File: config.mk
export PLATFORM = sky130hd
export DESIGN_NAME = fft_stage_sequencer
export DESIGN_NICKNAME = d
export VERILOG_FILES = /design/src/rtl/fft_stage_sequencer.sv
export SDC_FILE = /design/constraint.sdc
export NUM_CORES = 1
export LEC_CHECK = 0
export CORE_MARGIN = 8
export CORE_UTILIZATION = 45
export CTS_CLUSTER_SIZE = 30
export DETAILED_ROUTE_END_ITERATION = 6
export GPL_TIMING_DRIVEN = 1
export PLACE_DENSITY = 0.73
export SLEW_MARGIN = 10
export SYNTH_ARGS = -nofsm -noshare
export SYNTH_HDL_FRONTEND = slang
export SYNTH_SLANG_ARGS = --single-unit
export TNS_END_PERCENT = 30
File: constraint.sdc
create_clock -name clk -period 9.32 [get_ports clk]
set_input_delay 1.864 -clock clk [delete_from_list [all_inputs] [get_ports clk]]
set_output_delay 1.864 -clock clk [all_outputs]
set_load 0.005 [all_outputs]
File: src/rtl/fft_stage_sequencer.sv
// ============================================================================
// fft_stage_sequencer
// ----------------------------------------------------------------------------
// Control sequencer for an in-place radix-2 decimation-in-time FFT. A
// transform runs in four phases:
//    1. The external bit-reversal reorder is launched, and the sequencer waits
//       for it to complete.
//    2. For each stage s, all N/2 butterfly commands are issued through a
//       valid/ready handshake. Each command carries the operand addresses and
//       the twiddle ROM address.
//    3. The sequencer waits until every issued butterfly has reported its
//       writeback, so the next stage never reads stale data.
//    4. A one-cycle done pulse is raised after the last stage.
//
// Parameters
//    N       FFT points, power of two in 4..256
//    STAGES  radix-2 stage count, $clog2(N); address width AW = STAGES
//
// Ports
//    clk           rising-edge clock
//    rst_n         asynchronous active-low reset
//    start         transform request, accepted only while idle
//    bitrev_start  one-cycle pulse that launches the bit-reversal reorder
//    bitrev_done   reorder finished, sampled only while waiting for it
//    bf_valid      butterfly command valid
//    bf_ready      butterfly datapath accepts the command
//    bf_idx_a      upper operand address (AW bits)
//    bf_idx_b      lower operand address (AW bits)
//    bf_tw_addr    twiddle ROM address (AW-1 bits)
//    bf_stage      current stage index ($clog2(STAGES) bits)
//    bf_last       final command of the final stage
//    bf_wb         one pulse per completed butterfly writeback
//    busy          transform in progress
//    done          one-cycle completion pulse
//    err           sticky protocol error (writeback with nothing outstanding)
//    cycle_cnt     busy-cycle count of the latest transform
//
// Optional feature
//    FFT_SEQ_CYCLE_CNT_EN  when defined, cycle_cnt counts busy cycles. The
//                          count clears when a start is accepted and saturates
//                          at 16'hFFFF. When the macro is undefined, cycle_cnt
//                          is tied to zero.
// ============================================================================
module fft_stage_sequencer #(
   parameter  int N      = 256,
   parameter  int STAGES = $clog2(N),
   localparam int AW     = STAGES,
   localparam int SW     = (STAGES > 1) ? $clog2(STAGES) : 1
) (
   input  logic          clk,
   input  logic          rst_n,
   input  logic          start,
   output logic          bitrev_start,
   input  logic          bitrev_done,
   output logic          bf_valid,
   input  logic          bf_ready,
   output logic [AW-1:0] bf_idx_a,
   output logic [AW-1:0] bf_idx_b,
   output logic [AW-2:0] bf_tw_addr,
   output logic [SW-1:0] bf_stage,
   output logic          bf_last,
   input  logic          bf_wb,
   output logic          busy,
   output logic          done,
   output logic          err,
   output logic [15:0]   cycle_cnt
);

   // The butterfly index k runs over 0..N/2-1, so it needs one bit fewer than
   // a point address.
   localparam int KW = AW - 1;
   localparam logic [KW-1:0] LAST_K = KW'(N / 2 - 1);
   localparam logic [SW-1:0] LAST_S = SW'(STAGES - 1);

   typedef enum logic [2:0] {
      IDLE,
      BITREV,
      ISSUE,
      DRAIN,
      DONE
   } state_t;

   state_t        state_q, state_d;
   logic [SW-1:0] s_q, s_d;
   logic [KW-1:0] k_q, k_d;
   logic [AW-1:0] out_q, out_d;
   logic          err_d;
   logic          hs;
   logic          wb_ok;
   logic          issue_d;
   logic          busy_d;

   int            sh;
   logic [AW-1:0] kx;
   logic [AW-1:0] half;
   logic [AW-1:0] pos;
   logic [AW-1:0] a_d;
   logic [AW-1:0] b_d;
   logic [AW-2:0] tw_d;

   // Next-state logic for the phase FSM, the stage and butterfly counters,
   // and the outstanding-writeback counter.
   //
   // The outstanding counter holds at most N/2 within a stage, so AW bits are
   // enough. A writeback that arrives when nothing is outstanding is a
   // protocol error. Such a writeback is flagged in err and otherwise
   // ignored, so it can never move the FSM. Accepting a new start clears
   // every piece of per-transform state, including the sticky error.
   always_comb begin
      state_d = state_q;
      s_d     = s_q;
      k_d     = k_q;
      out_d   = out_q;
      err_d   = err;
      hs      = (state_q == ISSUE) && bf_ready;
      wb_ok   = bf_wb && (out_q != '0);

      if (bf_wb && (out_q == '0)) begin
         err_d = 1'b1;
      end

      if (hs && !wb_ok) begin
         out_d = out_q + AW'(1);
      end else if (!hs && wb_ok) begin
         out_d = out_q - AW'(1);
      end

      unique case (state_q)
         IDLE: begin
            if (start) begin
               state_d = BITREV;
               s_d     = '0;
               k_d     = '0;
               out_d   = '0;
               err_d   = 1'b0;
            end
         end
         BITREV: begin
            if (bitrev_done) begin
               state_d = ISSUE;
            end
         end
         ISSUE: begin
            if (hs) begin
               if (k_q == LAST_K) begin
                  k_d     = '0;
                  state_d = DRAIN;
               end else begin
                  k_d = k_q + KW'(1);
               end
            end
         end
         DRAIN: begin
            if (out_q == '0) begin
               if (s_q == LAST_S) begin
                  state_d = DONE;
               end else begin
                  s_d     = s_q + SW'(1);
                  state_d = ISSUE;
               end
            end
         end
         DONE: begin
            state_d = IDLE;
         end
         default: begin
            state_d = IDLE;
         end
      endcase
   end

   // Butterfly addressing for the next command, derived from the next (s, k).
   //
   // Within stage s, butterflies form groups of 2*half points with
   // half = 2^s. Butterfly k lies in group k>>s at offset pos inside the
   // group, and its partner is half points further on. The twiddle index
   // steps by N/(2*half), which is pos shifted left by STAGES-1-s.
   always_comb begin
      sh   = int'(s_d);
      kx   = {1'b0, k_d};
      half = AW'(1) << sh;
      pos  = kx & (half - AW'(1));
      a_d  = ((kx >> sh) << (sh + 1)) + pos;
      b_d  = a_d + half;
      tw_d = pos[AW-2:0] << (STAGES - 1 - sh);
   end

   assign issue_d = (state_d == ISSUE);
   assign busy_d  = (state_d == BITREV) || (state_d == ISSUE) || (state_d == DRAIN);

   // State and counter registers, together with the registered outputs.
   //
   // Every output is computed from the next state, so each output changes
   // on the same edge as the state it belongs to. Outside ISSUE, the command
   // buses are forced to zero. While a command is stalled, (s, k) do not
   // change, so the command buses stay stable.
   always_ff @(posedge clk or negedge rst_n) begin
      if (!rst_n) begin
         state_q      <= IDLE;
         s_q          <= '0;
         k_q          <= '0;
         out_q        <= '0;
         err          <= 1'b0;
         bitrev_start <= 1'b0;
         bf_valid     <= 1'b0;
         bf_idx_a     <= '0;
         bf_idx_b     <= '0;
         bf_tw_addr   <= '0;
         bf_stage     <= '0;
         bf_last      <= 1'b0;
         busy         <= 1'b0;
         done         <= 1'b0;
      end else begin
         state_q      <= state_d;
         s_q          <= s_d;
         k_q          <= k_d;
         out_q        <= out_d;
         err          <= err_d;
         bitrev_start <= (state_q == IDLE) && start;
         bf_valid     <= issue_d;
         bf_idx_a     <= issue_d ? a_d : '0;
         bf_idx_b     <= issue_d ? b_d : '0;
         bf_tw_addr   <= issue_d ? tw_d : '0;
         bf_stage     <= issue_d ? s_d : '0;
         bf_last      <= issue_d && (s_d == LAST_S) && (k_d == LAST_K);
         busy         <= busy_d;
         done         <= (state_d == DONE);
      end
   end

`ifdef FFT_SEQ_CYCLE_CNT_EN
   logic [15:0] cnt_q;

   // Busy-cycle counter. It clears when a start is accepted and counts every
   // cycle in which busy is high. After a transform completes, the count
   // stays readable until the next start is accepted.
   always_ff @(posedge clk or negedge rst_n) begin
      if (!rst_n) begin
         cnt_q <= '0;
      end else if ((state_q == IDLE) && start) begin
         cnt_q <= '0;
      end else if (busy && (cnt_q != 16'hFFFF)) begin
         cnt_q <= cnt_q + 16'd1;
      end
   end

   assign cycle_cnt = cnt_q;
`else
   assign cycle_cnt = 16'h0000;
`endif

endmodule

==> impl_metrics.py, run 1 <==
metrics = {
    "run_status": {
        "status": "complete, no violations",
    },
    "die": {
        "start_util_pct": 45.9,
        "chipWidth_um": 107,
        "fp-row-count": 33,
        "die_area_sq_um": 11500,
        "core_area_sq_um": 8130,
        "io_pins": 54,
        "fp.dieH_um": 107,
    },
    "logic_synthesis": {
        "synth_top_area_share_pct": 35.5,
        "synthAdderAreaFrac_pct": 9.79,
        "syn_inst": 424,
        "synth_xor_area_share_pct": 5.63,
        "synth_compound_area_share_pct": 16.5,
        "avgSynthCellArea_sq_um": 8.81,
        "synth_edf_count": 0,
        "yosys_warnings": 0,
        "ys_ff_latch": 53,
        "yosys.area_share.simple_pct": 21.0,
        "muxShareOfSynthArea_pct": 2.78,
        "synthDistinctLibCells": 63,
        "synth_area_leader_cell": "dfrtp_1",
        "synth-main-ff-cell": "dfrtp_1",
        "syn_area_sq_um": 3730,
        "ys_seq_area_share_pct": 35.5,
        "synth-async-reset-ratio_pct": 100,
        "synth_top_family_by_area": "simple AND/OR/NAND/NOR gates",
        "synth_top_cells_by_area": "dfrtp_1 (36%), ha_1 (8.7%), nor2_1 (4.2%), xnor2_1 (3.8%), nand2_1 (3.7%)",
    },
    "grt": {
        "grt-ovfl-total": 0,
        "grt_max_degree": 54,
        "grt_pass1_wl_um": 14300,
        "grt_pass1_vias": 3080,
        "grt_usage_pct": 15.0,
        "antenna_found_initial": 0,
    },
    "setup_path": {
        "r2r_slack_ns": 3.21,
        "crit_fanout": 26,
        "critPathKind": "input port to flop",
        "timing.rr.start": "out_q[0]",
        "arrival_ns": 7.47,
        "start_kind": "input port",
        "startpoint": "start",
        "end_kind": "flop",
        "required_ns": 9.50,
    },
    "timing": {
        "setup_violations": 0,
        "hold_viol_final": 0,
        "max_slew_margin_pct": 35.3,
        "finalSetupTns_ns": 0,
        "fmax_mhz": 137,
        "finalCritPeriodShare_pct": 78.2,
        "setup_ws_ns": 2.03,
        "rsz0062_at_grt": "no",
        "tightestPinTransition_ns": 0.957,
        "fin_crit_ns": 7.29,
        "clock_skew_ns": 0.0123,
        "report.final.slew_viol_count": 0,
    },
    "clock_network": {
        "cts_root_buf": "clkbuf_8",
        "path_clk_slew_ns": 0.10,
        "cts_post_setup_buffers_inserted": 0,
        "cts_hold_buf": 0,
        "h-tree-depth": 2,
        "insertion_delay_ns": 0.31,
        "cts_tree": "yes",
        "clock_sinks": 53,
        "cts_max_path_buffers": 2,
        "cts_made_buffers": 5,
        "post_cts_resized": 0,
    },
    "routing": {
        "antenna_left": 0,
        "num_vias": 3050,
        "drc": 0,
        "drt_first_pass_iters": 4,
        "drt-initial-drc-count": 236,
        "via_per_inst": 5.48,
        "finalWirelength_um": 8300,
        "wl_per_cell_um": 14.9,
    },
    "finish": {
        "num_antenna_cells": 0,
        "layout.nets": 485,
        "layout_commonest_cell": "dfrtp_1",
        "layout-drive-gt1-share_pct": 6.19,
        "area_growth_pct": 12.1,
        "final_cell_mix": "dfrtp_1 (53), nor2_1 (42), nand2_1 (37)",
    },
    "pwr": {
        "leakagePower_uw": 0.00195,
        "peakVddDrop_mv": 0.149,
        "power_density_nw_per_um2": 330,
        "finalPower_uw": 1380,
    },
    "min_path": {
        "min_from": "err",
        "hp-class": "flop to flop",
    },
    "run": {
        "drv_cap": 0,
    },
    "placement": {
        "dp_hpwl_um": 6110,
        "gp_congestion": 0.877,
        "port_buffers": 37,
        "dp_slack_ns": 1.80,
    },
}
synth_stat cells (4+ instances only):
cell and number:
dfrtp_1 53, nor2_1 42, nand2_1 37, a21oi_1 27
ha_1 26, inv_1 25, buf_4 16, nand3_1 16
xnor2_1 16, o21ai_0 13, and2_1 10, nor3_1 10
a211oi_1 9, and3_1 9, buf_2 8, clkbuf_1 8
xor2_1 8, mux2i_1 7, nand4_1 5, nor2b_1 5
a21o_1 4, a31oi_1 4, o21bai_1 4
through the flow:
stage | hold WS (ns) | instance area [sq um] | cells | utilization (%)
6_report | 0.509 | 4190 | 557 | 51.5
3_3_place_gp | 0.483 | 4100 | 549 | 50.4
2_1_floorplan | 0.486 | 3790 | 439 | -
4_1_cts | 0.516 | 4190 | 557 | 51.5
5_1_grt | 0.569 | 4190 | 557 | 51.5
3_5_place_dp | 0.493 | 4100 | 549 | 50.4
layout make-up:
class | instances | area [sq um]
multi-input cells | 323 | 2140
clock buffers | 5 | 68.8
well taps | 105 | 131
flip-flops and latches | 53 | 1330
fillers | 769 | 3950
clock inverters | 3 | 21.3
repair buffers | 41 | 395
inverters | 27 | 101
worst paths after layout:
check	end	depth (start not counted)
worst max-delay path	bf_idx_b[7]	23
worst min-delay path	err	2
worst max register to register	bf_idx_b[7]	24
worst min register to register	err	2
max in group asynchronous	bf_idx_b[1]	2
min in group asynchronous	k_q[3]	2
power breakdown:
group	internal (uW)	switching (uW)
Clock	53.4	77.9
Combinational	387	495
Sequential	307	60.9
per-layer routing:
layer,vias up,routed length (um),GRT usage [%]
li1,1504,-,-
met1,1456,3810,18.6
met2,81,3940,25.0
met3,9,441,3.36
met4,0,112,5.53
met5,-,0,0
state kept, by name (all words and copies together) (netlist names):
signal,cells
bf_idx_a,8
bf_idx_b,8
bf_last,1
bf_stage,3
bf_tw_addr,7
bf_valid,1
bitrev_start,1
busy,1
done,1
err,1
k_q,7
out_q,8
s_q,3
state_q,3
cell families after synthesis:
family	count (synthesis)
AND/OR/NAND/NOR	154
AO/OA/AOI/OAI	91
buffers and inverters	63
flip-flops	53
adder cells (fa/ha/maj)	28
XOR/XNOR	24
multiplexers	10
other	1
critical path, stage by stage:
cell	delay, ns
clkdlybuf4s50_1	0.45
or4b_4	0.53
and2_1	0.19
mux2_2	0.46
ha_1	0.30
ha_1	0.37
inv_1	0.19
o21ai_0	0.20
nor3b_1	0.31
ha_1	0.23
inv_1	0.05
fa_1	0.54
inv_1	0.06
ha_1	0.26
a21o_1	0.17
a21oi_1	0.24
o21bai_1	0.09
a21oi_1	0.25
o21ai_0	0.15
xnor2_1	0.19
xnor2_1	0.16
xnor2_1	0.14
nor2_1	0.05
Note: power is estimated with default switching activity, not from simulation.
==> run 2: changes to the inputs <==
- PLACE_DENSITY: 0.73 -> 0.76
- clock period: 9.32 -> 6.3 ns (I/O delays scaled with it)
==> run 2 against run 1 <==
Effect of this change: via count is 4.7% higher; register-to-register slack worse by 2.4 ns; worst setup slack lost 1.6 ns; first-iteration DRC count down 18%; largest cell class unchanged; largest power group unchanged.
==> impl_metrics.py, run 2 (synthesis results as in run 1) <==
metrics = {
    "pwr": {
        "switching_share_pct": 42.7,
        "peakVddDrop_mv": 0.179,
        "power_density_nw_per_um2": 503,
        "seq_power_share_pct": 23.9,
        "clkPwrFrac_pct": 9.9,
        "cell_internal_pwr_uw": 1300,
        "p_comb_share_pct": 66.1,
        "leakagePower_uw": 0.00214,
        "switchingPower_uw": 968,
    },
    "placement": {
        "gp_congestion": 0.918,
        "dp_hpwl_um": 6660,
        "port_buffers": 37,
    },
    "setup_path": {
        "rr_endpoint": "bf_idx_b[7]",
        "r2r_slack_ns": 0.82,
        "start_kind": "input port",
        "critPathKind": "input port to flop",
        "r2r_cells": 27,
        "crit_fanout": 7,
        "timing.rr.start": "out_q[0]",
        "startpoint": "start",
        "end_kind": "flop",
        "arrival_ns": 6.07,
        "critPathCapture": "bf_idx_b[7]",
        "required_ns": 6.47,
    },
    "timing": {
        "hold_slack_ns": 0.525,
        "finalSetupTns_ns": 0,
        "clock_skew_ns": 0.0106,
        "finalCritPeriodShare_pct": 93.6,
        "setup_violations": 0,
        "report.final.slew_viol_count": 0,
        "rsz0062_at_grt": "no",
        "max_slew_margin_pct": 56.9,
        "tightestPinTransition_ns": 0.646,
        "fmax_mhz": 170,
        "hold_viol_final": 0,
        "fin_crit_ns": 5.90,
    },
    "clock_network": {
        "clock_sinks": 53,
        "cts_tree": "yes",
        "h-tree-depth": 2,
        "insertion_delay_ns": 0.30,
        "cts_max_path_buffers": 2,
        "cts_root_buf": "clkbuf_8",
        "path_clk_slew_ns": 0.09,
        "cts_made_buffers": 5,
        "cts_post_setup_buffers_inserted": 0,
    },
    "run_status": {
        "status": "complete, no violations",
    },
    "run": {
        "drv_cap": 0,
    },
    "routing": {
        "via_per_inst": 5.39,
        "num_vias": 3192,
        "wl_per_cell_um": 14.6,
        "antenna_left": 0,
        "drt-initial-drc-count": 194,
        "finalWirelength_um": 8630,
        "drc": 0,
        "drt_first_pass_iters": 4,
    },
    "die": {
        "die_area_sq_um": 11500,
        "io_pins": 54,
        "fp.dieH_um": 107,
        "fp-row-count": 33,
        "chipWidth_um": 107,
        "start_util_pct": 45.9,
        "core_area_sq_um": 8130,
    },
    "grt": {
        "grt_pass1_vias": 3085,
        "grt-ovfl-total": 0,
        "antenna_found_initial": 0,
        "grt_max_degree": 54,
        "grt_usage_pct": 15.3,
        "grt_pass1_wl_um": 14600,
    },
    "finish": {
        "layout.nets": 520,
        "final_cell_mix": "dfrtp_1 (53), nor2_1 (41), nand2_1 (37), buf_4 (37), clkdlybuf4s50_1 (36)",
        "layout-drive-gt1-share_pct": 13.6,
        "area_growth_pct": 20.8,
        "layout_commonest_cell": "dfrtp_1",
        "top_regs": "bf_idx_a (8), bf_idx_b (8), out_q (8)",
        "n_fill_cell": 722,
        "num_antenna_cells": 0,
    },
    "min_path": {
        "hp-class": "flop to flop",
    },
}
## run 2: cell types whose count changed in the layout (fill, tap and decap cells not counted), sizes merged
cell / delta
buf: +35
bufinv: +1
clkbuf: +1
clkinvlp: -1
inv: -1
## run 2: cell type report
cell class / instances / area, sq um / area share (%)
clock buffer: 6 / 72.6 / 1.61
clock inverter: 2 / 38.8 / 0.860
inverter: 27 / 101 / 2.25
multi-input combinational: 323 / 2160 / 47.8
sequential: 53 / 1330 / 29.4
tap: 105 / 131 / 2.91
timing repair buffer: 76 / 683 / 15.1
## run 2: what timing repair did
| action | CTS | global route |
|---|---|---|
| resized for setup | 0 | 4 |
| setup endpoints to repair | 0 | 1 |
| hold buffers | 0 | 0 |
## run 2: through the flow
stage / total power, uW / instance area, sq um / util (%) / std cells / worst slack, ns
final: 2270 / 4510 / 55.5 / 592 / 0.403
after global routing: 2480 / 4510 / 55.5 / 592 / 0.0187
after CTS: 2260 / 4500 / 55.3 / 592 / 0.398
after detailed placement: 2020 / 4380 / 53.9 / 584 / 0.116
after global placement: 2000 / 4380 / 53.9 / 584 / 0.115
after floorplan: 1510 / 3790 / - / 439 / 0.193
## run 2: worst min-delay path by stage
stage | endpoint | slack [ns] | cells past startpoint | start
2_1_floorplan | err | 0.49 | 2 | err
3_3_place_gp | err | 0.49 | 2 | err
3_5_place_dp | err | 0.51 | 2 | err
4_1_cts | err | 0.53 | 2 | err
5_1_grt | err | 0.54 | 2 | err
6_report | err | 0.53 | 2 | err
## run 2: critical path: stages
cell             delay, ns
clkdlybuf4s50_1       0.44
or4b_4                0.45
and2_1                0.17
mux2_2                0.30
buf_4                 0.17
inv_2                 0.09
a221o_1               0.11
o211ai_1              0.16
a31o_2                0.31
or3_1                 0.40
inv_1                 0.08
ha_1                  0.21
a21o_1                0.17
a21oi_1               0.24
o21bai_1              0.10
a21oi_1               0.23
xnor2_1               0.13
ha_1                  0.31
nand2_1               0.05
o21ai_0               0.19
xnor2_1               0.16
xnor2_1               0.15
xnor2_1               0.14
nor2_1                0.05
## run 2: layer usage
metal | vias to the layer above | global-route usage (%) | part of all wire (%)
met2 | 104 | 25.0 | 47
met4 | 0 | 6.03 | 1.7
met1 | 1503 | 19.7 | 45
met5 | - | 0 | 0
li1 | 1573 | - | -
met3 | 12 | 2.58 | 6.3
## run 2: power groups by stage
stage	Combinational (uW)	Clock [uW]	Sequential (uW)
floorplan	984	0	524
global placement	1450	0	544
detailed placement	1470	0	549
CTS	1490	233	542
global route	1680	249	555
finish	1500	226	542
==> run 3: changes to the inputs <==
- CAP_MARGIN: unset -> 20
==> results of run 3 <==
No change in the layout: final DEF, timing and power equal those of run 2.
